$ cat src/rtl/pkt_pkg.sv
// -----------------------------------------------------------------------------
// pkt_pkg
// Shared definitions for the experiment packet stream: parser state encodings,
// framing constants, metadata field offsets and the port/MAC address table.
// The table is the single source for both directions of the port<->MAC map.
// -----------------------------------------------------------------------------
package pkt_pkg;

   typedef enum logic [3:0] {
      S_LEN_DMAC = 4'd0,
      S_DMAC_LO  = 4'd1,
      S_TIME_LO  = 4'd2,
      S_TIME_HI  = 4'd3,
      S_SMAC_HI  = 4'd4,
      S_SMAC_LO  = 4'd5,
      S_PAYLOAD  = 4'd6
   } state_e;

   localparam int unsigned HDR_WORDS   = 6;
   localparam int unsigned BLOCK_BYTES = 32;
   localparam int unsigned MAX_BLOCKS  = 63;
   localparam logic [31:0] PAYLOAD_WORD = 32'hFFFF_FFFF;

   // Largest legal length field in bytes (63 blocks of 32 bytes).
   localparam logic [15:0] MAX_LEN = 16'(MAX_BLOCKS * BLOCK_BYTES);

   // Words remaining counter: up to 504 words per packet.
   localparam int unsigned WL_W = 9;

   // Metadata word layout: {src_port, dst_port, len_blocks, timestamp}.
   localparam int unsigned SRC_LSB = 30;
   localparam int unsigned DST_LSB = 28;
   localparam int unsigned LEN_LSB = 22;
   localparam int unsigned TS_LSB  = 0;
   localparam int unsigned PORT_W  = 2;
   localparam int unsigned LEN_W   = 6;
   localparam int unsigned TS_W    = 22;

   localparam logic [47:0] PORT_MAC [0:3] = '{
      48'h02AA_0000_0000,
      48'h02AA_0000_0001,
      48'h02AA_0000_0002,
      48'h02AA_0000_0003
   };

   function automatic logic [47:0] port_to_mac(input logic [1:0] port);
      return PORT_MAC[port];
   endfunction

endpackage

$ cat src/rtl/mac_to_port.sv
// -----------------------------------------------------------------------------
// mac_to_port
// Combinational reverse lookup of the port/MAC table.
//   mac  in  48  MAC address to look up
//   port out  2  matching port number, 0 when no entry matches
//   hit  out  1  high when the MAC matches a table entry
// -----------------------------------------------------------------------------
module mac_to_port
   import pkt_pkg::*;
(
   input  logic [47:0] mac,
   output logic [1:0]  port,
   output logic        hit
);

   always_comb begin
      port = '0;
      hit  = 1'b0;
      for (int unsigned i = 0; i < 4; i++) begin
         if (mac == PORT_MAC[i]) begin
            port = 2'(i);
            hit  = 1'b1;
         end
      end
   end

endmodule

$ cat src/rtl/packet_parse.sv
// -----------------------------------------------------------------------------
// packet_parse
// Parses the experiment generator word stream (length+DMAC, DMAC low,
// timestamp low/high, SMAC high/low, all-ones payload), checks framing and
// content, and recovers the packet metadata word for egress statistics.
//   clk           in   system clock
//   reset         in   asynchronous reset, active low
//   packet_in_en  in   word valid, consumed when high (no backpressure)
//   packet_in     in   32-bit stream word
//   meta_out_en   out  one-cycle pulse per completed packet
//   meta_out      out  {src_port, dst_port, len_blocks, timestamp}, held
//   meta_err      out  packet had at least one content error
//   pkt_cnt       out  completed packets, saturating
//   err_cnt       out  errored packets plus rejected length words, saturating
// -----------------------------------------------------------------------------
module packet_parse
   import pkt_pkg::*;
#(
   parameter int unsigned META_WIDTH = 32,
   parameter int unsigned CNT_WIDTH  = 16
) (
   input  logic                  clk,
   input  logic                  reset,
   input  logic                  packet_in_en,
   input  logic [31:0]           packet_in,
   output logic                  meta_out_en,
   output logic [META_WIDTH-1:0] meta_out,
   output logic                  meta_err,
   output logic [CNT_WIDTH-1:0]  pkt_cnt,
   output logic [CNT_WIDTH-1:0]  err_cnt
);

   state_e                state_q, state_d;
   logic [WL_W-1:0]       words_left_q, words_left_d;
   logic [LEN_W-1:0]      len_blocks_q, len_blocks_d;
   logic [47:0]           dmac_q, dmac_d;
   logic [47:0]           smac_q, smac_d;
   logic [TS_W-1:0]       ts_q, ts_d;
   logic                  err_flag_q, err_flag_d;
   logic                  meta_out_en_q, meta_out_en_d;
   logic [META_WIDTH-1:0] meta_out_q, meta_out_d;
   logic                  meta_err_q, meta_err_d;
   logic [CNT_WIDTH-1:0]  pkt_cnt_q, pkt_cnt_d;
   logic [CNT_WIDTH-1:0]  err_cnt_q, err_cnt_d;

   logic [15:0]           len_word;
   logic                  len_ok;
   logic                  word_err;
   logic                  len_rej;
   logic                  pkt_done;
   logic                  err_inc;
   logic [31:0]           meta_word;
   logic [1:0]            dst_port, src_port;
   logic                  dst_hit, src_hit;

   mac_to_port u_dmac_lookup (
      .mac  (dmac_q),
      .port (dst_port),
      .hit  (dst_hit)
   );

   mac_to_port u_smac_lookup (
      .mac  (smac_q),
      .port (src_port),
      .hit  (src_hit)
   );

   assign len_word = packet_in[31:16];
   // Whole 32-byte blocks only, 1..63 of them.
   assign len_ok   = (len_word != '0) && (len_word[4:0] == '0) && (len_word <= MAX_LEN);

   always_comb begin
      meta_word = '0;
      meta_word[SRC_LSB +: PORT_W] = src_port;
      meta_word[DST_LSB +: PORT_W] = dst_port;
      meta_word[LEN_LSB +: LEN_W]  = len_blocks_q;
      meta_word[TS_LSB  +: TS_W]   = ts_q;
   end

   always_comb begin
      state_d       = state_q;
      words_left_d  = words_left_q;
      len_blocks_d  = len_blocks_q;
      dmac_d        = dmac_q;
      smac_d        = smac_q;
      ts_d          = ts_q;
      err_flag_d    = err_flag_q;
      meta_out_en_d = 1'b0;
      meta_out_d    = meta_out_q;
      meta_err_d    = meta_err_q;
      pkt_cnt_d     = pkt_cnt_q;
      err_cnt_d     = err_cnt_q;
      word_err      = 1'b0;
      len_rej       = 1'b0;
      pkt_done      = 1'b0;

      if (packet_in_en) begin
         if (state_q == S_LEN_DMAC) begin
            if (len_ok) begin
               err_flag_d     = 1'b0;
               words_left_d   = len_word[10:2] - WL_W'(1);
               len_blocks_d   = len_word[10:5];
               dmac_d[47:32]  = packet_in[15:0];
               state_d        = S_DMAC_LO;
            end else begin
               // Hunt mode: stay here until a plausible length word shows up.
               len_rej = 1'b1;
            end
         end else begin
            words_left_d = words_left_q - WL_W'(1);
            case (state_q)
               S_DMAC_LO: begin
                  dmac_d[31:0] = packet_in;
                  state_d      = S_TIME_LO;
               end
               S_TIME_LO: begin
                  ts_d     = packet_in[21:0];
                  word_err = (packet_in[31:22] != '0);
                  state_d  = S_TIME_HI;
               end
               S_TIME_HI: begin
                  word_err = (packet_in != '0);
                  state_d  = S_SMAC_HI;
               end
               S_SMAC_HI: begin
                  smac_d[47:32] = packet_in[15:0];
                  word_err      = (packet_in[31:16] != '0);
                  state_d       = S_SMAC_LO;
               end
               S_SMAC_LO: begin
                  smac_d[31:0] = packet_in;
                  state_d      = S_PAYLOAD;
               end
               S_PAYLOAD: begin
                  word_err = (packet_in != PAYLOAD_WORD);
               end
               default: begin
                  state_d = S_LEN_DMAC;
               end
            endcase
            err_flag_d = err_flag_q | word_err;
            if (words_left_q == WL_W'(1)) begin
               pkt_done = 1'b1;
               state_d  = S_LEN_DMAC;
            end
         end
      end

      // Both MACs are fully latched before the last word, so the table misses
      // are folded in here together with an error on the last word itself.
      if (pkt_done) begin
         meta_out_en_d = 1'b1;
         meta_out_d    = META_WIDTH'(meta_word);
         meta_err_d    = err_flag_q | word_err | ~dst_hit | ~src_hit;
         if (pkt_cnt_q != '1) begin
            pkt_cnt_d = pkt_cnt_q + CNT_WIDTH'(1);
         end
      end

      err_inc = len_rej | (pkt_done & meta_err_d);
      if (err_inc && (err_cnt_q != '1)) begin
         err_cnt_d = err_cnt_q + CNT_WIDTH'(1);
      end
   end

   always_ff @(posedge clk or negedge reset) begin
      if (!reset) begin
         state_q       <= S_LEN_DMAC;
         words_left_q  <= '0;
         len_blocks_q  <= '0;
         dmac_q        <= '0;
         smac_q        <= '0;
         ts_q          <= '0;
         err_flag_q    <= 1'b0;
         meta_out_en_q <= 1'b0;
         meta_out_q    <= '0;
         meta_err_q    <= 1'b0;
         pkt_cnt_q     <= '0;
         err_cnt_q     <= '0;
      end else begin
         state_q       <= state_d;
         words_left_q  <= words_left_d;
         len_blocks_q  <= len_blocks_d;
         dmac_q        <= dmac_d;
         smac_q        <= smac_d;
         ts_q          <= ts_d;
         err_flag_q    <= err_flag_d;
         meta_out_en_q <= meta_out_en_d;
         meta_out_q    <= meta_out_d;
         meta_err_q    <= meta_err_d;
         pkt_cnt_q     <= pkt_cnt_d;
         err_cnt_q     <= err_cnt_d;
      end
   end

   assign meta_out_en = meta_out_en_q;
   assign meta_out    = meta_out_q;
   assign meta_err    = meta_err_q;
   assign pkt_cnt     = pkt_cnt_q;
   assign err_cnt     = err_cnt_q;

endmodule

$ cat config.mk
export PLATFORM = sky130hd
export DESIGN_NAME = packet_parse
export DESIGN_NICKNAME = d
export VERILOG_FILES = /design/src/rtl/pkt_pkg.sv /design/src/rtl/mac_to_port.sv /design/src/rtl/packet_parse.sv
export SDC_FILE = /design/constraint.sdc
export NUM_CORES = 1
export LEC_CHECK = 0
export BUFFER_PORTS_ARGS = -buffer_cell sky130_fd_sc_hd__buf_2
export CAP_MARGIN = 30
export CORE_MARGIN = 8
export CORE_UTILIZATION = 40
export DETAILED_ROUTE_END_ITERATION = 7
export GPL_TIMING_DRIVEN = 0
export SETUP_SLACK_MARGIN = 0.15
export SKIP_CTS_REPAIR_TIMING = 1
export SYNTH_ARGS = -nofsm -noshare
export SYNTH_HDL_FRONTEND = slang
export SYNTH_HIERARCHICAL = 1
export SYNTH_SLANG_ARGS = --single-unit
export TNS_END_PERCENT = 5
$ cat constraint.sdc
create_clock -name clk -period 3.3 [get_ports clk]
set_input_delay 0.165 -clock clk [delete_from_list [all_inputs] [get_ports clk]]
set_output_delay 0.165 -clock clk [all_outputs]
set_load 0.03 [all_outputs]
Word level (Yosys, flattened, before mapping)
Index checks and enable logic that the tools add are counted.
{"block": "totals", "word_cells": 99, "ff_bits": 204, "out_inout_bits": 66}
{"block": "classes", "n_eq_ne": 20, "n_reduce_logical": 16, "add_sub_neg": 4, "order_cmp": 1, "n_mux": 35, "bitwise": 9}
{"operator": "$eq A48 B42 Y1 const B", "count": 8}
{"operator": "$add A16 B1 Y16 const B", "count": 2}
{"operator": "$ne A16 B16 Y1 const B", "count": 2}
{"operator": "$ne A32 B32 Y1 const B", "count": 1}
{"operator": "$reduce_bool A32 Y1", "count": 1}
{"operator": "$mux W1", "count": 24}
{"operator": "$pmux W4 S6", "count": 1}
{"operator": "$mux W9", "count": 2}
{"operator": "$reduce_and A3 Y1", "count": 6}
{"operator": "$sub A9 B1 Y9 const B", "count": 2}
{"operator": "$le A16 B11 Y1 const B", "count": 1}
{"operator": "$reduce_bool A16 Y1", "count": 1}
{"operator": "$eq A4 B3 Y1 const B", "count": 3}
{"operator": "$mux W4", "count": 3}
{"operator": "$reduce_bool A10 Y1", "count": 1}
{"operator": "$eq A9 B1 Y1 const B", "count": 1}
{"operator": "$eq A4 B2 Y1 const B", "count": 2}
{"operator": "$mux W2", "count": 4}
{"operator": "$logic_not A5 Y1", "count": 1}
{"operator": "$or A1 B1 Y1", "count": 5}
{"operator": "$eq A4 B1 Y1 const B", "count": 1}
{"operator": "$logic_not A4 Y1", "count": 1}
{"operator": "$pmux W1 S4", "count": 1}
{"operator": "$reduce_and A2 Y1", "count": 2}
{"operator": "other kinds (5)", "count": 9}

Longest topological paths before layout
{"block": "depth", "word_depth": 13, "ltp_mapped": 9}

Cells and area by module
The synthesis kept the hierarchy.
{"mod": "packet_parse", "area_each_um2": 8903.5, "n_inst": 1, "cells_each": 728, "seq_area_each_um2": 5079.9}
{"mod": "mac_to_port", "area_each_um2": 143.9, "n_inst": 2, "cells_each": 20, "seq_area_each_um2": 0.0}

Least setup slack after synthesis
No wires, ideal clock.
{"block": "synth_timing", "path_type": "register -> register", "from": "register err_cnt_q[0] (netlist: err_cnt[0])", "to": "register err_cnt_q[1] (netlist: err_cnt[1])", "path_buffers": 0, "arrival_ps": 2076, "period_less_slack_ps": 2201, "stages_incl_launch_ff": 8, "path_slack_ps": 1099, "cell_sequence": "dfrtp_1 -> ha_1 -> nand3_1 -> nor4_1 -> nand3_1 -> o21ai_4 -> nand2_4 -> mux2_4"}
{"block": "synth_between", "elab_chain_len": 2, "elab_cells_between_ends": 3, "classes_between": "add/sub: 1; eq/ne: 1; reduce/logical: 1"}
{"element": "start: declaration", "line": "packet_parse.sv:44", "rtl": "logic [CNT_WIDTH-1:0] err_cnt_q, err_cnt_d;"}
{"element": "start signal: assignment", "line": "packet_parse.sv:192", "rtl": "err_cnt_q <= err_cnt_d;"}
{"element": "branches (longest 2 deep; another with $add A16 B1 Y16)"}
Parallel ways; which one is timed is not known.
A chain may end at the register's enable or synchronous reset.

Final worst setup path
{"block": "layout_timing", "from": "register words_left_q[1]", "to": "register meta_out_q[11] (netlist: meta_out[11])"}
{"block": "layout_between", "elab_chain_len": 4}
{"element": "start: declaration", "line": "packet_parse.sv:34", "rtl": "logic [WL_W-1:0] words_left_q, words_left_d;"}
{"element": "start signal: assignment", "line": "packet_parse.sv:182", "rtl": "words_left_q <= words_left_d;"}
{"element": "$eq A9 B1 Y1", "line": "packet_parse.sv:142", "rtl": "if (words_left_q == WL_W'(1)) begin"}
{"element": "$mux W1", "line": "packet_parse.sv:142"}
{"element": "$mux W1", "line": "packet_parse.sv:98", "rtl": "if (state_q == S_LEN_DMAC) begin"}
{"element": "$mux W1", "line": "packet_parse.sv:97", "rtl": "if (packet_in_en) begin"}
{"element": "end signal: assignment", "line": "packet_parse.sv:189", "rtl": "meta_out_q <= meta_out_d;"}
{"element": "end: declaration", "line": "packet_parse.sv:41", "rtl": "logic [META_WIDTH-1:0] meta_out_q, meta_out_d;"}
Every way passes these cells.

==> metrics <==
status complete, no violations; Clock Latency Late Sink 0.51 ns; internal power between 5 and 6 mW; #FFs+latches synth about 200; Antenna diodes 0; fin crit share 0.7801; EDFF count, synth 0; Pleak 5.285 nW; Syn Inst Count approximately 770; count of pins over their slew limit 0; clock buffer depth 3; top_reg_cell synth dfrtp_1; met3 Use GR 0.03339; DR iter-0 viols between 200 and 300; GR Layer Usage met1 0.2275; CTS tree yes; share of cells above drive strength 1 0.3300; Final Skew about 0.016 ns; largest area contributor in the netlist dfrtp_1; CP Capture Type register; syn nets a little over 800; Sink Count around 200; PD cells approximately 740 nW/um^2; Post-Synth Simple-Gate Area 0.1620; critical path cell sequence inv_1 > ha_1 > nor4b_2 > nand4_2 > inv_1 > buf_2 > buf_1 > nand2_1 > nand2_1; Worst Hold Endpoint dmac_q[30]; post-synthesis compound-gate area fraction 0.05078; gr usage total 0.1628; largest family of logic cells by synthesized area multiplexers; Synth top area share 0.5527; slowest stage cell, crit path buf_1; top cells by area, synth dfrtp_1, mux2_2, nand2_1; asr flop ratio synth 1.000; M2 GR Usage 0.2563; critical path fanouts, max 10; htree depth 1; YS warnings 6; first drt pass iteration count 4; xor/xnor share of the synthesized area 0.02954; largest net degree at the start of global routing between 70 and 80; drt wl/cell 18.95 um; Final Util 0.4830; Cell Rows 55; IO Pins about 100; Fmax achieved between 300 and 400 MHz; Sw Ratio 0.2921; area grow syn2layout 18.62%; startpoint of the worst hold path packet_in[30]; CP Class reg2reg; unrepaired setup endpoints after global routing no; vias in the first global route around 6600; Max Cap Violations 0; detailed placement HPWL ~16000 um; Antenna Nets Post-Route 0; worst hold path type in2reg; worst slew pin tran between 0.7 and 0.8 ns; DR vias/cell 5.244; Rel. slew slack 0.5219; Syn Std Cell Area 9191 um^2; Clock power frac 0.322; Fill cells about 2100; hold-critical path depth 2; adder-cell share of the synthesized area 0.01198; net load switching power around 2.4 mW; DRC errors left 0; critical path launch point type register; via count around 6300; FF-to-FF Start words_left_q[1]; Starting Density 0.4072; Die ar. around 28000 um^2; Worst-path clk slew about 0.060 ns; Gate power share 0.225; Required @ worst endpoint 3.75 ns; I/O Buffers 96; R2R Path End meta_out[11]; mux cell area share after synthesis 0.1661; Crit path largest cell delay approximately 0.42 ns; grt peak-use layer met2; Core ar. roughly 23000 um^2; die span in x between 150 and 200 um; sequential share of power 0.454; Yosys cell types slightly above 60; aggregate global routing overflow 0; final setup vio count 0; register area share after synthesis 0.5527; Period minus WS final around 2.6 ns; final wirelength between 20000 and 25000 um; Worst IR Drop VDD slightly above 0.0004 V; GP Congestion roughly 0.79; R2R cell count 9; first-pass GRT wire length 36950 um; total CTS buffers 24; clock root cell clkbuf_16; initial antenna violation count 0; Worst Path Arrival ~3 ns; Final Net Count 937; most frequent cells after synthesis dfrtp_1, nand2_1, mux2_2, nor2_1, xor2_1; Final Hold Viols 0; flop-to-flop setup slack 0.73 ns; TNS Setup 0 ns; most frequent cell after synthesis dfrtp_1; Die Span Y between 150 and 200 um; synthesized area per cell ~12 um^2
-- registers in the layout, indices dropped and copies added, names as in the netlist --
name / flops
meta_out_en: 1
err_cnt: 16
words_left_q: 9
len_blocks_q: 6
meta_out: 32
state_q: 3
err_flag_q: 1
meta_err: 1
pkt_cnt: 16
smac_q: 48
ts_q: 22
dmac_q: 48
-- layout by cell type (no fill, tap or decap), drive strengths merged, types with 4 or more instances in the layout --
| master | n |
|---|---|
| a21oi | 17 |
| and4 | 5 |
| and4bb | 4 |
| buf | 120 |
| clkbuf | 43 |
| clkinv | 7 |
| dfrtp | 203 |
| ha | 8 |
| inv | 22 |
| mux2 | 128 |
| nand2 | 130 |
| nand3 | 22 |
| nand4 | 21 |
| nor2 | 30 |
| nor3 | 16 |
| nor4 | 30 |
| nor4b | 6 |
| o21ai | 17 |
| o22ai | 5 |
| or3 | 4 |
| xnor2 | 8 |
| xor2 | 23 |
-- kinds of logic after synthesis --
kind of cell | Yosys count
buffers and inverters | 53
flip-flops | 203
AND/OR/NAND/NOR | 277
adder cells (fa/ha/maj) | 9
XOR/XNOR | 31
multiplexers | 129
AO/OA/AOI/OAI | 66
-- worst max-delay path, delay by kind of cell, from the launching register on --
family / cells / cell delay (ns)
flops: 1 / 0.37
simple gates: 4 / 0.86
buf+inv: 4 / 1.13
fa+ha+maj: 1 / 0.14
-- layout make-up --
| class | instances | area [um^2] | share of cell area |
|---|---|---|---|
| clock buffers | 34 | 709.4 | 0.06507 |
| flip-flops and latches | 203 | 5080 | 0.4659 |
| multi-input cells | 512 | 3864 | 0.3544 |
| repair buffers | 100 | 565.5 | 0.05187 |
| well taps | 285 | 356.6 | 0.03271 |
| plain buffers | 31 | 165.2 | 0.01515 |
| inverters | 22 | 82.58 | 0.007574 |
| clock inverters | 10 | 80.08 | 0.007344 |
-- power groups by stage --
stage	sequential [mW]	clock, mW	combinational, mW
2_1_floorplan	3.65	0	1.33
3_3_place_gp	3.68	0	1.77
3_5_place_dp	3.70	0	1.82
4_1_cts	3.66	2.67	1.83
5_1_grt	3.77	2.78	2.01
6_report	3.66	2.59	1.81
-- stage by stage --
step           hold slack, ns  power [mW]  setup slack [ns]  instances  area (um^2)
2_1_floorplan         -0.1306       4.982             1.099        768         9191
3_3_place_gp           0.4469       5.445            -1.528       1149        10030
3_5_place_dp           0.1288       5.521            0.6107       1151        10090
4_1_cts               -0.4098       8.156            0.6036       1195        10880
5_1_grt               0.01623       8.551            0.4266       1197        10900
6_report              0.01832       8.063            0.7256       1197        10900
-- layer usage --
layer  wire [um]  up-vias
li1            -     2974
met1       10770     3130
met2       10260      145
met3        1287       28
met4         372        0
met5           0        -
-- worst max path at each step --
| stage | start | end | slack [ns] | cells past startpoint |
|---|---|---|---|---|
| 2_1_floorplan | err_cnt[0] | err_cnt[1] | 1.10 | 7 |
| 3_3_place_gp | reset | meta_out[23] | -1.53 | 1 |
| 3_5_place_dp | words_left_q[1] | meta_out[30] | 0.61 | 9 |
| 4_1_cts | words_left_q[1] | meta_out[30] | 0.60 | 9 |
| 5_1_grt | words_left_q[1] | meta_out[3] | 0.43 | 9 |
| 6_report | words_left_q[1] | meta_out[11] | 0.73 | 9 |
No activity file was read; power rests on OpenSTA's default activity.
